$ cat config.mk
export PLATFORM = sky130hd
export DESIGN_NAME = mixed_precision_csr
export DESIGN_NICKNAME = d
export VERILOG_FILES = /design/src/rtl/mixed_precision_csr.sv
export SDC_FILE = /design/constraint.sdc
export NUM_CORES = 1
export LEC_CHECK = 0
export ABC_AREA = 1
export CAP_MARGIN = 20
export CORE_UTILIZATION = 27
export CTS_CLUSTER_DIAMETER = 40
export CTS_CLUSTER_SIZE = 12
export DETAILED_ROUTE_END_ITERATION = 8
export HOLD_SLACK_MARGIN = 0.02
export PLACE_DENSITY = 0.67
export SLEW_MARGIN = 20
export SYNTH_ARGS = -nofsm -noshare
export SYNTH_HDL_FRONTEND = slang
export SYNTH_SLANG_ARGS = --single-unit
$ cat constraint.sdc
create_clock -name clk -period 1.31 [get_ports clk]
set_input_delay 0.262 -clock clk [delete_from_list [all_inputs] [get_ports clk]]
set_output_delay 0.262 -clock clk [all_outputs]
set_load 0.05 [all_outputs]
$ cat src/rtl/mixed_precision_csr.sv
// Mixed-precision CSR block: MIXCYCLE (0x00D), SKIPSIZE (0x00E), IVECFMT (0x00F).
// This is the storage end of the mixed-precision controller's cycle update path.
// It also provides the EX-stage sub-word select used by the dotp operand slicer.
module mixed_precision_csr #(
  parameter int NBITS_MIXED_CYCLES = 3,
  parameter int NBITS_MAX_KER      = 8,
  parameter int FMT_W              = 3
) (
  input  logic                          clk,
  input  logic                          rst_n,
  input  logic                          setback_i,
  input  logic [1:0]                    csr_op_i,
  input  logic [11:0]                   csr_addr_i,
  input  logic [31:0]                   csr_wdata_i,
  output logic [31:0]                   csr_rdata_o,
  input  logic                          hw_we_i,
  input  logic [NBITS_MIXED_CYCLES-1:0] hw_next_cycle_i,
  input  logic                          id_valid_i,
  input  logic                          ex_ready_i,
  output logic [NBITS_MIXED_CYCLES-1:0] current_cycle_o,
  output logic [NBITS_MAX_KER-1:0]      skip_size_o,
  output logic [FMT_W-1:0]              ivec_fmt_o,
  output logic [NBITS_MIXED_CYCLES-1:0] ex_cycle_o
);

  localparam logic [11:0] ADDR_MIXCYCLE = 12'h00D;
  localparam logic [11:0] ADDR_SKIPSIZE = 12'h00E;
  localparam logic [11:0] ADDR_IVECFMT  = 12'h00F;

  typedef enum logic [1:0] {
    OP_NONE  = 2'b00,
    OP_WRITE = 2'b01,
    OP_SET   = 2'b10,
    OP_CLEAR = 2'b11
  } csr_op_e;

  csr_op_e op;
  assign op = csr_op_e'(csr_op_i);

  logic [NBITS_MIXED_CYCLES-1:0] cycle_q, cycle_d;
  logic [NBITS_MAX_KER-1:0]      skip_q, skip_d;
  logic [FMT_W-1:0]              fmt_q, fmt_d;
  logic [NBITS_MIXED_CYCLES-1:0] ex_cycle_q, ex_cycle_d;

  logic [NBITS_MIXED_CYCLES-1:0] cycle_mask;
  logic [31:0]                   rdata;
  logic [31:0]                   op_result;
  logic [NBITS_MAX_KER-1:0]      skip_wval;
  logic                          sw_hit, we_cycle, we_skip, we_fmt;

  // Bits of the op result above the widest register are truncated away on purpose.
  logic unused_op_result;
  assign unused_op_result = ^op_result;

  // Cycle mask derived from the current ivec format (reserved code 7 acts as "none").
  always_comb begin
    cycle_mask = '0;
    case (fmt_q)
      FMT_W'(1), FMT_W'(2), FMT_W'(3): cycle_mask = NBITS_MIXED_CYCLES'(1);
      FMT_W'(4), FMT_W'(5):            cycle_mask = NBITS_MIXED_CYCLES'(3);
      FMT_W'(6):                       cycle_mask = NBITS_MIXED_CYCLES'(7);
      default:                         cycle_mask = '0;
    endcase
  end

  // Read mux over current register contents; no bypass of same-cycle writes.
  always_comb begin
    rdata = '0;
    case (csr_addr_i)
      ADDR_MIXCYCLE: rdata = 32'(cycle_q);
      ADDR_SKIPSIZE: rdata = 32'(skip_q);
      ADDR_IVECFMT:  rdata = 32'(fmt_q);
      default:       rdata = '0;
    endcase
  end

  // Software op result, computed from the addressed register's current value.
  always_comb begin
    op_result = rdata;
    case (op)
      OP_WRITE: op_result = csr_wdata_i;
      OP_SET:   op_result = rdata | csr_wdata_i;
      OP_CLEAR: op_result = rdata & ~csr_wdata_i;
      default:  op_result = rdata;
    endcase
  end

  assign sw_hit   = (op != OP_NONE);
  assign we_cycle = sw_hit && (csr_addr_i == ADDR_MIXCYCLE);
  assign we_skip  = sw_hit && (csr_addr_i == ADDR_SKIPSIZE);
  assign we_fmt   = sw_hit && (csr_addr_i == ADDR_IVECFMT);

  assign skip_wval = op_result[NBITS_MAX_KER-1:0];

  // Next-state selection: software access beats setback, which beats the hw strobe.
  // An IVECFMT access counts as a software write of 0 to MIXCYCLE.
  always_comb begin
    cycle_d    = cycle_q;
    skip_d     = skip_q;
    fmt_d      = fmt_q;
    ex_cycle_d = ex_cycle_q;

    if (we_cycle)       cycle_d = op_result[NBITS_MIXED_CYCLES-1:0] & cycle_mask;
    else if (we_fmt)    cycle_d = '0;
    else if (setback_i) cycle_d = '0;
    else if (hw_we_i)   cycle_d = hw_next_cycle_i & cycle_mask;

    if (we_skip) skip_d = (skip_wval == '0) ? NBITS_MAX_KER'(1) : skip_wval;

    if (we_fmt) fmt_d = op_result[FMT_W-1:0];

    if (setback_i)                      ex_cycle_d = '0;
    else if (id_valid_i && ex_ready_i)  ex_cycle_d = cycle_q;
  end

  // Register update with synchronous active-low reset.
  always_ff @(posedge clk) begin
    if (!rst_n) begin
      cycle_q    <= '0;
      skip_q     <= NBITS_MAX_KER'(1);
      fmt_q      <= '0;
      ex_cycle_q <= '0;
    end else begin
      cycle_q    <= cycle_d;
      skip_q     <= skip_d;
      fmt_q      <= fmt_d;
      ex_cycle_q <= ex_cycle_d;
    end
  end

  assign csr_rdata_o     = rdata;
  assign current_cycle_o = cycle_q;
  assign skip_size_o     = skip_q;
  assign ivec_fmt_o      = fmt_q;
  assign ex_cycle_o      = ex_cycle_q;

endmodule

**Word-level counts from Yosys, hierarchy flattened**

Cells that the tools add are included.

- Bits in registers: 17
- Logic and storage cells: 40
- Output and inout port bits: 49
- Input port bits: 55

- Eq/ne operators: 12
- Bitwise gates (word level): 6
- Multiplexer cells: 8
- Reduce and logical (&&, ||, !) cells: 10

Operators by type and width:

| kind | number |
|---|---|
| 8-bit case mux with 3 select lines | 2 |
| 12-bit by 4-bit equality test with 1-bit output, second input constant | 3 |
| 3-bit 2-to-1 mux | 4 |
| 3-bit equality test, second input constant | 3 |
| 3-bit case mux with 3 select lines | 1 |
| 8-bit bitwise AND | 1 |
| 8-bit logical NOT | 1 |
| 8-bit 2-to-1 mux | 1 |
| 8-bit NOT | 1 |
| 8-bit OR | 1 |
| 3-bit bitwise AND | 2 |
| 3-bit by 2-bit equality test with 1-bit output, second input constant | 2 |
| 2-bit equality test, second input constant | 2 |
| 1-bit logical AND | 4 |
| 4-bit nonzero test | 1 |
| 2-bit OR reduction | 2 |
| 3-bit by 1-bit equality test with 1-bit output, second input constant | 1 |
| 3-bit OR reduction | 1 |
| 2-bit by 1-bit equality test with 1-bit output, second input constant | 1 |
| 2-bit nonzero test | 1 |
| 1-bit NOT | 1 |

**Logic depth before layout (Yosys ltp)**

Gate-level depths: netlist of run 1.

- Depth in word-level cells: 8
- Depth in mapped cells: 12
- Depth with buffers taken out: 11

**Worst setup path before layout of run 1**

Ideal clock, no wire load.

- Path type: reg2out
- Start: register skip_q[3], in the netlist skip_size_o[3]
- End: output csr_rdata_o[3]
- Stages on the path, launching flop included: 3
- Buffers on the path: 0
- Data arrival time: 1.415 ns
- Setup slack: -0.367 ns
- Cells stage by stage: dfxtp_1 inv_1 nor2_1

- Longest elaborated chain between the ends: 1

Ends and longest elaborated chain:

| element | line | RTL |
|---|---|---|
| from (decl) | 41 | `logic [NBITS_MAX_KER-1:0] skip_q, skip_d;` |
| from (signal assigned) | 125 | `skip_q <= skip_d;` |
| 8-bit case mux with 3 select lines | 69 | `case (csr_addr_i)` |
| to (decl) | 15 | `output logic [31:0] csr_rdata_o,` |

Every way passes these cells.

**Worst setup path in the final report of run 1**

- Start: input csr_addr_i[9]
- End: output csr_rdata_o[1]

- Longest elaborated chain between the ends: 2
- Elaborated cells on any way between the ends: 4

Ends and longest elaborated chain:

| element | line | RTL |
|---|---|---|
| from (decl) | 13 | `input logic [11:0] csr_addr_i,` |
| 12-bit by 4-bit equality test with 1-bit output | 69 |  |
| 8-bit case mux with 3 select lines * | 69 |  |

Mark *: on every way between the ends. The rest lies on a longest branch, timed or not.

==> results of run 1 <==
-- cells by family (layout without fill, tap and decap cells) --
family                 count (synthesis)  count (layout)  share of synthesized area
and+or+nand+nor                       98              98                      0.375
buffers and inverters                 65             150                      0.238
AOI/OAI and AO/OA                     42              42                      0.155
DFF                                   17              17                      0.229
other                                  1              24                    0.00252
-- per-stage QoR --
stage | util | hold slack, ps | cells | setup slack [ps] | area [um^2]
floorplan | - | 396 | 246 | -180 | 1670
global placement | 0.500 | 516 | 376 | -698 | 2600
detailed placement | 0.500 | 522 | 376 | -729 | 2600
CTS | 0.563 | 530 | 396 | -245 | 2930
global route | 0.584 | 562 | 401 | -287 | 3040
finish | 0.584 | 530 | 401 | -239 | 3040
-- state kept, by name, summed over array words and instances (netlist names) --
| signal | count |
|---|---|
| skip_size_o | 8 |
| current_cycle_o | 3 |
| ex_cycle_o | 3 |
| ivec_fmt_o | 3 |
-- cells in the mapped netlist (2+ instances only) --
cell type / count
inv_1: 32
nor2_4: 2
o21bai_1: 2
a31oi_1: 2
dfxtp_1: 17
o21ai_1: 13
nor2_8: 2
nor2_1: 24
nor3_4: 2
nand3_1: 15
inv_2: 5
buf_4: 24
o21ai_0: 10
nor2_2: 4
a21oi_1: 11
nand2_1: 27
nand4_1: 9
nand2_2: 5
o211ai_1: 2
nand3_2: 4
-- cell type report --
cell class / instances / area (um^2)
fill: 428 / 2170
tap: 70 / 87.6
inverter: 38 / 155
clock buffer: 4 / 45.0
sequential: 17 / 352
multi-input combinational: 164 / 1140
timing repair buffer: 108 / 1260
-- what timing repair did --
action                                  4_1_cts  5_1_grt
resized for setup                            97       12
gates cloned                                  0        0
pin swaps                                    26       13
endpoints found under the setup margin       22       22
buffers inserted                             16        5
hold endpoints to repair                      0        0
-- worst reg2reg max path: cells and delay by family, from the launching register on --
family / cells / cell delay [ps]
simple gates: 4 / 350
buf+inv: 2 / 260
flops: 1 / 400
compound gates: 2 / 270
-- worst max path at each step --
stage                              start             end  depth (start not counted)
after floorplan            csr_addr_i[7]  csr_rdata_o[1]                          8
after global placement    csr_addr_i[11]  csr_rdata_o[1]                          7
after detailed placement  csr_addr_i[11]  csr_rdata_o[0]                          7
after CTS                  csr_addr_i[8]  csr_rdata_o[0]                         10
after global routing       csr_addr_i[5]  csr_rdata_o[0]                         10
final                      csr_addr_i[9]  csr_rdata_o[1]                         10
-- power by group through the flow --
stage	Sequential (uW)	Clock (uW)	Combinational (uW)
floorplan	563	0	325
global placement	542	0	501
detailed placement	542	0	507
CTS	532	401	534
global route	532	434	586
finish	532	407	555
-- layer usage --
layer	GRT usage	part of all wire	wire [um]
met2	0.296	0.51	2450
met5	0	0	0
met4	0.0404	0.018	85
met1	0.197	0.43	2050
met3	0.0251	0.049	237
==> impl_metrics.tcl, run 1 <==
set metrics [dict create \
    ff2ff_path_depth 8 \
    clockBufferDepth 2 \
    p_seq_frac 0.356 \
    timing.final.crit_share 1.18 \
    coreArea_mm2 0.00520 \
    pwr-share-comb 0.371 \
    port_buffers 55 \
    min_path_type "register to register" \
    max_freq_mhz 645 \
    final-hold-violation-count 0 \
    first_pass_iters 4 \
    setup_ws_ps -239 \
    start_util 0.286 \
    synthesis.area_mm2 0.00149 \
    antenna_found_initial 0 \
    cpMostUsedCell "buf_6" \
    synth_ff_type "dfxtp_1" \
    cp_slowest_stage_delay_ps 150 \
    synth_cell_types 31 \
    crit_buf_inv 4 \
    cts_inserted_buffers 3 \
    status "complete, but fails checks" \
    num_io_pins 104 \
    setup.reg_to_reg.worst_slack_ps -50 \
    finalPower_uw 1490 \
    drt_iter0_drc 101 \
    setup_tns_ps -2740 \
    rsz0062_at_grt "yes" \
    rows 26 \
    cts_tree "done" \
    ys_warn_count 0 \
    maxSlewViolCount 0 \
    irDropWorstVdd_mv 0.318 \
    p_per_area_mw_per_mm2 492 \
    grt_max_degree 12 \
    hold_buffers 0 \
    min_from "ex_cycle_o[2]" \
    maxCapViolCount 0 \
    vias 1763 \
    drc_errors 0 \
    vias_per_cell 4.40 \
    crit_path_start_kind "input pin" \
    critPathTopFamily "simple AND/OR/NAND/NOR gates" \
    synthToLayoutAreaGrowth_pct 104 \
    cts-htree-levels 1 \
    grt_pass1_wl_mm 7.74 \
    fin_crit_ps 1550 \
    r2r_end "current_cycle_o[1]" \
    power.internal_uw 950 \
    yosys_register_bits 17 \
    grt_overflow 0 \
    hpwl_mm 3.33 \
    power.switching_uw 544 \
    ant_nets 0 \
    layout_common_cells "buf_4, inv_1, buf_12" \
    arrival_ps 1290 \
    critPathCaptureType "output pin" \
    synth_area_leaders "dfxtp_1, buf_4, inv_1" \
    clock_latency_ps 250 \
    whs_path_depth 2 \
    whs_endpoint "ex_cycle_o[2]" \
    clock_skew_ps 4.81 \
    wl_mm 4.82 \
    place.gp.congestion 0.814 \
    cts_root_buffer "clkbuf_8" \
    avgSynthCellArea_um2 6.67 \
    crit_fanout 5 \
    syn_inst 223 \
    setup_viol 16 \
    gr-usage-all-layers 0.162 \
    p_leak_uw 0.00146 \
    first_global_vias 1628 \
    final_common_cell "buf_4" \
    reg2reg_from "current_cycle_o[1]" \
    synth_edf_count 0 \
    die_area_mm2 0.00581 \
    drive_gt1_frac 0.477 \
    swShare 0.364 \
    fin_nets 387 \
    routedWlPerCell_um 12.0 \
    crit_chain "buf_6 > nor2_4 > nand2_4 > nor2_8 > buf_6 > nand3_4 > nand3_2 > nand2_2 > clkinvlp_4 > buf_12" \
    async_flop_share 0 \
    failed_checks "negative setup slack" \
    n_antenna_cell 0 \
    die_w_um 76.2 \
    cts.sinks 17 \
    die_y_um 76.2 \
    required_ps 1050 \
    ys_seq_area_frac 0.229 \
    clkPwrFrac 0.273 \
    synth_top_area_cell "dfxtp_1" \
    synth_top_cell_area_share 0.229 \
    critPathSlowestCell "buf_6" \
    crit_type "input pin to output pin" \
    cts.clk_slew.worst_paths_ps 70 \
]
(Power assumes the default switching activity.)
==> run 2: changes to the inputs <==
- CAP_MARGIN: 20 -> 5
- CTS_BUF_LIST: not set -> sky130_fd_sc_hd__clkbuf_4 sky130_fd_sc_hd__clkbuf_8
==> run 2 against run 1 <==
Effect of this change: the run still ends with negative setup slack left; flip-flop and latch count stayed put; highest routed layer unchanged; combinational power hardly changed; clock-buffer cell count stayed put; power is 1.4% higher; critical path type unchanged; non-clock buffer count stayed put.
==> impl_metrics.tcl, run 2 (synthesis gave the netlist of run 1 again) <==
set metrics [dict create \
    vias 1749 \
    die_w_um 76.2 \
    drt_iter0_drc 81 \
    wl_mm 4.82 \
    clockBufferDepth 2 \
    hold_buffers 0 \
    irDropWorstVdd_mv 0.319 \
    cts.clk_slew.worst_paths_ps 70 \
    fin_crit_ps 1550 \
    num_io_pins 104 \
    required_ps 1050 \
    critPathSlowestCell "buf_6" \
    cts_tree "done" \
    setup.reg_to_reg.worst_slack_ps -50 \
    largest_reg_flops 8 \
    cts_root_buffer "clkbuf_8" \
    antenna_found_initial 0 \
    first_global_vias 1628 \
    min_path_type "register to register" \
    fin_nets 387 \
    grt_pass1_wl_mm 7.77 \
    ant_nets 0 \
    start_util 0.286 \
    n_antenna_cell 0 \
    cp_slowest_stage_delay_ps 150 \
    grt_max_degree 12 \
    drc_errors 0 \
    port_buffers 55 \
    crit_path_start_kind "input pin" \
    failed_checks "negative setup slack" \
    setup_viol 16 \
    gr-usage-all-layers 0.163 \
    drive_gt1_frac 0.480 \
    postPlaceCellArea_mm2 0.00260 \
    multi_input_area_mm2 0.00114 \
    vias_per_cell 4.36 \
    cts_inserted_buffers 3 \
    rsz0062_at_grt "yes" \
    layout_common_cells "buf_4, inv_1, buf_12" \
    fillCellCount 428 \
    grt_overflow 0 \
    maxSlewViolCount 0 \
    die_area_mm2 0.00581 \
    first_pass_iters 4 \
    critPathCaptureType "output pin" \
    seqCellArea_um2 352 \
    critPathTopFamily "simple AND/OR/NAND/NOR gates" \
    crit_buf_inv 4 \
    p_leak_uw 0.00146 \
    design_area_mm2 0.00304 \
    hpwl_mm 3.33 \
    clock_latency_ps 250 \
    status "complete, but fails checks" \
    timing.final.crit_share 1.18 \
    place.gp.congestion 0.814 \
    final-hold-violation-count 0 \
    coreArea_mm2 0.00520 \
    rows 26 \
    routedWlPerCell_um 12.0 \
    instances_no_fill 401 \
    maxCapViolCount 0 \
    crit_fanout 5 \
    max_freq_mhz 645 \
    p_per_area_mw_per_mm2 498 \
    post-place-cells 376 \
    crit_chain "buf_6 > nor2_4 > nand2_4 > nor2_8 > buf_6 > nand3_4 > nand3_2 > nand2_2 > clkinvlp_4 > buf_12" \
    synthToLayoutAreaGrowth_pct 105 \
    die_y_um 76.2 \
    cts-htree-levels 1 \
    clock_skew_ps 5.42 \
    arrival_ps 1290 \
    crit_type "input pin to output pin" \
    cts.sinks 17 \
    final_common_cell "buf_4" \
    cpMostUsedCell "buf_6" \
    setup_ws_ps -239 \
]
==> run 2: changes by cell type in the layout (fill, tap and decap cells not counted) <==
| cell | before | now |
|---|---|---|
| clkbuf_1 | 1 | 0 |
| clkbuf_4 | 0 | 1 |
==> run 2: where the power goes <==
part | total, uW | switching (uW) | internal, uW
sequential | 532 | 8.74 | 523
clock | 429 | 192 | 237
combinational | 555 | 344 | 211
total | 1520 | 545 | 971
==> run 2: stage by stage <==
stage               setup WS, ps  TNS [ps]  hold WS, ps  utilization  power [uW]
floorplan                   -180      -805          396            -         887
global placement            -698    -12560          516        0.500        1040
detailed placement          -729    -13380          522        0.500        1050
CTS                         -245     -2680          530        0.564        1490
global route                -287     -4040          563        0.584        1580
finish                      -239     -2730          530        0.584        1520
==> run 2: worst paths after layout <==
| path | start | to | depth (start not counted) |
|---|---|---|---|
| min | ex_cycle_o[2] | ex_cycle_o[2] | 2 |
| min reg2reg | ex_cycle_o[2] | ex_cycle_o[2] | 2 |
| max | csr_addr_i[9] | csr_rdata_o[1] | 10 |
| max reg2reg | current_cycle_o[1] | current_cycle_o[1] | 8 |
==> run 2: cell type report <==
type	count	area share
clock buffers	4	0.0160
inverters	38	0.0510
multi-input cells	164	0.375
flip-flops and latches	17	0.116
well taps	70	0.0288
repair buffers	108	0.413
==> run 2: layer usage <==
layer  global-route usage  up-vias  part of all wire
met5                    0        -                 0
met4               0.0404        0             0.018
met3               0.0251        8             0.047
met2                0.295       61              0.51
met1                0.199      791              0.43
li1                     -      889                 -
==> run 2: repair_timing <==
item                                    CTS  global route
pin swaps                                26            13
setup buffers                            16             5
gates resized for setup                  97            12
endpoints found under the hold margin     0             0
endpoints found under the setup margin   22            22
==> run 2: worst reg2reg max path, stage by stage, from the launching register on <==
cell and delay (ps):
dfxtp_1 400, nand3_4 100, buf_4 140, buf_4 120, nand3_2 90, nand2_1 70
o21ai_2 90, nand3_1 90, a31oi_1 180
==> run 3: changes to the inputs <==
- CTS_CLUSTER_DIAMETER: 40 -> 150
- MAX_ROUTING_LAYER: not set -> met4
- SKIP_CTS_REPAIR_TIMING: not set -> 1
==> run 3 against run 2 <==
Effect of this change: the flow still finishes with violations (negative setup slack); cell count fell by 1.5%; clock skew fell by 2.3 ps; die area did not move; non-clock buffer count fell by 7; first-iteration DRC count rose by 19%; critical path depth fell by 3; flip-flop and latch count did not move; setup slack got worse by 69 ps.
==> impl_metrics.tcl, run 3 (synthesis gave the netlist of run 1 again) <==
set metrics [dict create \
    status "complete, but fails checks" \
    failed_checks "negative setup slack" \
    max_freq_mhz 618 \
    setup_ws_ps -308 \
    n_antenna_cell 0 \
    maxCapViolCount 0 \
    post-place-cells 376 \
    die_area_mm2 0.00581 \
    rsz0062_at_grt "yes" \
    timing.final.crit_share 1.24 \
    antenna_found_initial 0 \
    largest_reg_flops 8 \
    reg2reg_from "ivec_fmt_o[2]" \
    cts_inserted_buffers 3 \
    die_y_um 76.2 \
    cts-htree-levels 1 \
    final-hold-violation-count 0 \
    synthToLayoutAreaGrowth_pct 99.7 \
    cts_tree "done" \
    first_global_vias 1470 \
    grt_overflow 0 \
    crit_type "input pin to output pin" \
    clock_skew_ps 3.13 \
    setup.reg_to_reg.worst_slack_ps -40 \
    irDropWorstVdd_mv 0.330 \
    ant_nets 0 \
    vias 1745 \
    clock_latency_ps 250 \
    place.gp.congestion 0.826 \
    p_per_area_mw_per_mm2 504 \
    p_leak_uw 0.00143 \
    r2r_end "current_cycle_o[0]" \
    gr-usage-all-layers 0.145 \
    grt_max_degree 14 \
    rows 26 \
    start_util 0.286 \
    required_ps 1050 \
    pre_cts_ws_ps -729 \
    drc_errors 0 \
    critPathSlowestCell "nor3_4" \
    port_buffers 55 \
    num_io_pins 104 \
    routedWlPerCell_um 11.9 \
    drt_iter0_drc 96 \
    clockBufferDepth 2 \
    crit_fanout 4 \
    cp_slowest_stage_delay_ps 340 \
    whs_endpoint "ex_cycle_o[2]" \
    hpwl_mm 3.33 \
    vias_per_cell 4.42 \
    setup_tns_ps -3030 \
    crit_chain "dlymetal6s2s_1 > inv_2 > nor3_4 > buf_4 > nand3_2 > nand3_4 > buf_12" \
    cts_root_buffer "clkbuf_8" \
    fin_crit_ps 1620 \
    fillCellCount 447 \
    wl_mm 4.68 \
    final_util 0.570 \
    arrival_ps 1360 \
    min_path_type "register to register" \
    setup_viol 17 \
    critPathCaptureType "output pin" \
    ff2ff_path_depth 10 \
    first_pass_iters 4 \
    layout_common_cells "buf_4, inv_1, buf_12" \
    cts.sinks 17 \
    grt_pass1_wl_mm 6.85 \
    crit_path_start_kind "input pin" \
    drive_gt1_frac 0.477 \
    fin_nets 381 \
    whs_path_depth 2 \
    maxSlewViolCount 0 \
    cts.clk_slew.worst_paths_ps 70 \
    min_from "ex_cycle_o[2]" \
    coreArea_mm2 0.00520 \
    die_w_um 76.2 \
    final_common_cell "buf_4" \
    instances_no_fill 395 \
]
==> run 3: cell count changes in the layout (fill, tap and decap cells not counted), moves of 3 or more <==
cell            change
nand3_4             -3
buf_4               -4
nand3_2             +5
buf_2               -4
buf_6               -7
clkbuf_2            +7
dlymetal6s2s_1      +4
==> run 3: metrics by stage <==
stage               power (uW)  hold slack (ps)  cell area (um^2)
finish                    1500              531              2970
global route              1560              562              2970
CTS                       1460              530              2650
detailed placement        1050              522              2600
global placement          1040              516              2600
floorplan                  887              396              1670
==> run 3: metal layers <==
metal	global-route usage	up-vias	routed length, um
li1	-	881	-
met1	0.188	798	2010
met2	0.233	62	2400
met3	0.0228	4	230
met4	0.0423	0	47
met5	-	-	0
==> run 3: how the worst max path moves through the flow <==
stage | from | end | cells past startpoint
final | csr_addr_i[1] | csr_rdata_o[2] | 7
after global routing | csr_addr_i[1] | csr_rdata_o[2] | 7
after CTS | csr_addr_i[11] | csr_rdata_o[0] | 7
after detailed placement | csr_addr_i[11] | csr_rdata_o[0] | 7
after global placement | csr_addr_i[11] | csr_rdata_o[1] | 7
after floorplan | csr_addr_i[7] | csr_rdata_o[1] | 8
==> run 3: layout make-up <==
cell class	count	area, um^2	share of cell area
Tap cell	70	87.6	0.0295
Multi-Input combinational cell	165	1150	0.387
Inverter	38	155	0.0523
Timing Repair Buffer	101	1180	0.396
Sequential cell	17	352	0.118
Clock buffer	4	48.8	0.0164
==> run 3: power by group <==
part           switching [uW]  internal [uW]
Combinational             345            203
Sequential               7.84            523
Clock                     182            236
Total                     535            962
==> run 3: critical path: cells and delay by family <==
family | cells | cell delay, ps
buffers and inverters | 4 | 540
and+or+nand+nor | 3 | 550
